### config.mk
export PLATFORM = sky130hd
export DESIGN_NAME = regfile_wb_arbiter
export DESIGN_NICKNAME = d
export VERILOG_FILES = /design/src/rtl/regfile_wb_arbiter.sv
export SDC_FILE = /design/constraint.sdc
export NUM_CORES = 1
export LEC_CHECK = 0
export CAP_MARGIN = 10
export CORE_ASPECT_RATIO = 2
export CORE_UTILIZATION = 54
export CTS_BUF_LIST = sky130_fd_sc_hd__clkbuf_16
export DETAILED_ROUTE_END_ITERATION = 16
export PLACE_DENSITY_LB_ADDON = 0.05
export SYNTH_ARGS = -nofsm -noshare
export SYNTH_HDL_FRONTEND = slang
export SYNTH_SLANG_ARGS = --single-unit
### constraint.sdc
create_clock -name clk -period 4.2 [get_ports clk]
set_input_delay 0.63 -clock clk [delete_from_list [all_inputs] [get_ports clk]]
set_output_delay 0.63 -clock clk [all_outputs]
set_load 0.02 [all_outputs]
### src/rtl/regfile_wb_arbiter.sv
// Two-port writeback arbiter: each requester feeds a one-entry buffer, and an age-aware
// round-robin arbiter drains the buffers into a registered register-file write port.
module regfile_wb_arbiter #(
    parameter int DATA_W     = 32,
    parameter int ADDR_W     = 5,
    parameter bit FIXED_PRIO = 1'b0
) (
    input  logic                 clk,
    input  logic                 reset,
    input  logic                 p0_valid,
    output logic                 p0_ready,
    input  logic [ADDR_W-1:0]    p0_reg,
    input  logic [DATA_W-1:0]    p0_data,
    input  logic                 p1_valid,
    output logic                 p1_ready,
    input  logic [ADDR_W-1:0]    p1_reg,
    input  logic [DATA_W-1:0]    p1_data,
    output logic                 write_enable,
    output logic [ADDR_W-1:0]    write_reg,
    output logic [DATA_W-1:0]    write_data,
    output logic [2**ADDR_W-1:0] pending_mask
);

    logic [1:0]        in_valid;
    logic [1:0]        in_ready;
    logic [ADDR_W-1:0] in_reg  [2];
    logic [DATA_W-1:0] in_data [2];

    logic [1:0]        buf_full;
    logic [ADDR_W-1:0] buf_reg  [2];
    logic [DATA_W-1:0] buf_data [2];
    logic              p1_older;
    logic              rr_ptr;

    logic [1:0]        grant;
    logic              rr_flip;
    logic [1:0]        fill;

    assign in_valid   = {p1_valid, p0_valid};
    assign in_reg[0]  = p0_reg;
    assign in_reg[1]  = p1_reg;
    assign in_data[0] = p0_data;
    assign in_data[1] = p1_data;
    assign p0_ready   = in_ready[0];
    assign p1_ready   = in_ready[1];

    // Same-register conflicts are resolved by age so the later value lands last in the file.
    always_comb begin
        grant   = 2'b00;
        rr_flip = 1'b0;
        if (buf_full == 2'b11) begin
            if (buf_reg[0] == buf_reg[1]) begin
                grant = p1_older ? 2'b10 : 2'b01;
            end else if (FIXED_PRIO) begin
                grant = 2'b01;
            end else begin
                grant   = rr_ptr ? 2'b10 : 2'b01;
                rr_flip = 1'b1;
            end
        end else begin
            grant = buf_full;
        end
    end

    // Writes to register 0 are handshaken but never buffered.
    always_comb begin
        in_ready = 2'b00;
        fill     = 2'b00;
        for (int k = 0; k < 2; k++) begin
            in_ready[k] = reset & (~buf_full[k] | grant[k]);
            fill[k]     = in_valid[k] & in_ready[k] & (in_reg[k] != '0);
        end
    end

    always_ff @(posedge clk or negedge reset) begin
        if (!reset) begin
            buf_full <= 2'b00;
            for (int k = 0; k < 2; k++) begin
                buf_reg[k]  <= '0;
                buf_data[k] <= '0;
            end
        end else begin
            for (int k = 0; k < 2; k++) begin
                if (fill[k]) begin
                    buf_full[k] <= 1'b1;
                    buf_reg[k]  <= in_reg[k];
                    buf_data[k] <= in_data[k];
                end else if (grant[k]) begin
                    buf_full[k] <= 1'b0;
                end
            end
        end
    end

    // p1_older marks buffer 1 as holding the earlier-filled entry; a simultaneous fill favours port 0.
    always_ff @(posedge clk or negedge reset) begin
        if (!reset) begin
            p1_older <= 1'b0;
            rr_ptr   <= 1'b0;
        end else begin
            if (fill == 2'b11) begin
                p1_older <= 1'b0;
            end else if (fill[0] && buf_full[1] && !grant[1]) begin
                p1_older <= 1'b1;
            end else if (fill[1] && buf_full[0] && !grant[0]) begin
                p1_older <= 1'b0;
            end
            if (rr_flip) begin
                rr_ptr <= ~rr_ptr;
            end
        end
    end

    always_ff @(posedge clk or negedge reset) begin
        if (!reset) begin
            write_enable <= 1'b0;
            write_reg    <= '0;
            write_data   <= '0;
        end else begin
            write_enable <= |grant;
            if (grant[1]) begin
                write_reg  <= buf_reg[1];
                write_data <= buf_data[1];
            end else if (grant[0]) begin
                write_reg  <= buf_reg[0];
                write_data <= buf_data[0];
            end
        end
    end

    always_comb begin
        pending_mask = '0;
        for (int k = 0; k < 2; k++) begin
            if (buf_full[k]) begin
                pending_mask[buf_reg[k]] = 1'b1;
            end
        end
        if (write_enable) begin
            pending_mask[write_reg] = 1'b1;
        end
        pending_mask[0] = 1'b0;
    end

endmodule

==> flow_metrics.py <==
metrics = {
    "cts": {
        "post_cts_resized": 0,
        "cts_htree_levels": 4,
        "hold_buffers": 0,
        "clkTransAtPathRegs_ns": 0.05,
        "cts_buffer_depth": 2,
        "cts_tree": "yes",
        "clk_latency_ns": 0.40,
        "cts_root_buf": "clkbuf_16",
        "clkSinkCount": 116,
        "cts-buffers-inserted": 17,
        "post-cts-setup-buffers": 0,
    },
    "yosys": {
        "synth_top_area_share": 0.4803,
        "synth_cell_types": 45,
        "yosys_warnings": 0,
        "synthesis.nets": 599,
        "synth_edf_count": 0,
        "synth_flop_cell": "dfrtp_1",
        "ys_top_cells_by_area": "dfrtp_1 48%, mux2_4 8.9%, a221o_1 6.0%, mux2_2 6.0%, mux2i_1 5.6%",
        "ys_seq_area_frac": 0.4803,
        "syn_area_mm2": 0.006043,
        "synth_top_area_cell": "dfrtp_1",
        "async_reset_ff_frac": 1.000,
        "synthCells": 521,
        "synth_seq_cells": 116,
        "syn_avg_cell_area_um2": 11.60,
    },
    "sta": {
        "hold_viol": 0,
        "whs_ns": 0.1568,
        "finalSetupTns_ns": 0,
        "fmax_mhz": 290.1,
        "setup_viol": 0,
        "worst_pin_slew_ns": 1.093,
        "period_share": 0.8206,
        "rsz0062_at_grt": "false",
        "period_needed_ns": 3.447,
        "max_slew_margin": 0.2711,
        "finalMaxSlewViolations": 0,
        "fin_skew_ns": 0.009753,
    },
    "cells_and_area": {
        "fillers": 761,
        "instances_no_fill": 812,
        "final_nets": 739,
        "syn_to_final_growth_pct": 34.87,
        "post-route-util": 0.7493,
        "largest_reg_flops": 64,
        "final_cell_area_mm2": 0.008150,
        "final_common_cell": "clkdlybuf4s50_1",
        "antenna_cells": 0,
        "mostFrequentLayoutCells": "147 x clkdlybuf4s50_1, 115 x dfrtp_1, 66 x nand2_1",
        "layout-drive-gt1-share": 0.1667,
    },
    "drt": {
        "dr_wl_met2_mm": 9.106,
        "routed_wl_mm": 16.54,
        "ant_nets": 0,
        "drcViolationCount": 0,
        "wl_per_cell_um": 20.37,
        "wl_met1_mm": 5.680,
        "viasPerCell": 6.015,
        "dr.pass1.iters": 7,
        "drt_iter0_drc": 403,
        "routed.top_layer": "met4",
        "met3_length_um": 869,
        "vias": 4884,
    },
    "critical_path": {
        "arrival_ns": 2.82,
        "r2r_end": "buf_data[37]",
        "cp-start-kind": "flop",
        "crit_slowest_cell": "dfrtp_1",
        "crit_type": "reg -> out",
        "slowest_delay_ns": 0.73,
        "crit_chain": "nand2b_1, nor2_1, a222oi_1, inv_1, clkdlybuf4s50_1",
        "rr_worst_depth": 6,
        "cp_max_fo": 17,
        "r2r-start": "buf_reg[7]",
        "required_ns": 3.57,
        "rrSetupSlack_ns": 1.29,
        "cp-end-kind": "output pin",
    },
    "place": {
        "place_hpwl_mm": 11.31,
        "numPortBuffers": 148,
        "gp_congestion": 0.8890,
        "detailed_place.area_mm2": 0.007535,
        "dp_cells": 782,
    },
    "global_route": {
        "antenna_found_initial": 0,
        "grt_pass1_wl_mm": 26.27,
        "grt_util_all_layers": 0.2947,
        "grt_pass1_vias": 5159,
        "grt_max_degree": 88,
        "grt_remaining_overflow": 0,
    },
    "floorplanning": {
        "io_pins": 150,
        "die_h_um": 151.6,
        "dieWidth_um": 76.81,
        "die-area_mm2": 0.01164,
        "rows": 54,
        "core_area_mm2": 0.01088,
        "start_util": 0.5556,
    },
    "power": {
        "p_per_area_mw_per_mm2": 616.2,
        "ir_worst_vdd_uv": 497.4,
        "p_leak_nw": 3.601,
    },
    "outcome": {
        "status": "finished, final reports clean",
    },
    "flow_run": {
        "max_cap_violations": 0,
    },
    "min_path": {
        "hold_class": "in -> async",
    },
}
[per-layer routing]
metal	vias up	global-route usage
li1	2189	-
met1	2392	0.3118
met2	234	0.5268
met3	69	0.05928
met4	0	0.1933
met5	-	0
[power by group]
group	leakage (nW)	internal [W]	total, W	switching, W
logic	1.93	0.000880	0.00172	0.000841
clock network	0.296	0.00103	0.00152	0.000488
registers	1.38	0.00145	0.00178	0.000333
total	3.60	0.00336	0.00502	0.00166
[worst max-delay path, delay by kind of cell, from the launching register on]
family                 cells  cell delay [ns]
and+or+nand+nor            2             0.75
buffers and inverters      2             0.69
DFF                        1             0.73
AOI/OAI and AO/OA          1             0.24
[metrics by stage]
stage	power [W]	setup slack (ns)
floorplan	0.002751	1.951
global placement	0.003437	0.9850
detailed placement	0.003485	0.9434
CTS	0.005038	0.7592
global route	0.005247	0.5932
finish	0.005022	0.7535
[synthesized netlist by cell type (2+ instances only)]
cell type,instances
a21oi_1,6
a221o_1,36
a222oi_1,4
a22o_1,7
a22oi_1,27
a31oi_1,2
and2_1,5
and3_1,5
and3b_1,5
buf_1,2
buf_2,8
buf_6,7
buf_8,3
clkbuf_1,14
dfrtp_1,116
inv_1,9
mux2_2,32
mux2_4,36
mux2i_1,34
nand2_1,66
nand2b_1,2
nand3_1,4
nor2_1,49
nor3_1,3
nor3b_1,10
o21ai_0,2
o2bb2ai_1,3
or4_1,2
xnor2_1,6
[worst max path at each step]
stage	end	depth (start not counted)	startpoint	slack (ns)
2_1_floorplan	buf_data[39]	6	p0_reg[0]	1.95
3_3_place_gp	buf_data[37]	7	p0_reg[0]	0.99
3_5_place_dp	buf_data[37]	7	p0_reg[0]	0.94
4_1_cts	pending_mask[10]	5	buf_full[0]	0.76
5_1_grt	pending_mask[28]	5	buf_full[0]	0.59
6_report	pending_mask[10]	5	buf_full[0]	0.75
[cells by family (layout without fill, tap and decap cells)]
family / count (synthesis) / count (layout) / synth area share
AOI/OAI and AO/OA: 98 / 98 / 0.1451
and+or+nand+nor: 154 / 154 / 0.1159
DFF: 116 / 116 / 0.4803
muxes: 102 / 102 / 0.2054
other: 1 / 1 / 0.0006205
buffers and inverters: 44 / 195 / 0.04389
xor gates and xnor gates: 6 / 6 / 0.008696
[layout make-up]
cell class / count / area (um2) / share of cell area
flip-flops and latches: 116 / 2904 / 0.3563
multi-input cells: 361 / 2883 / 0.3537
repair buffers: 156 / 1539 / 0.1888
clock buffers: 17 / 425.4 / 0.05220
clock inverters: 13 / 190.2 / 0.02333
well taps: 140 / 175.2 / 0.02149
inverters: 9 / 33.78 / 0.004145
No activity file was read; power rests on OpenSTA's default activity.
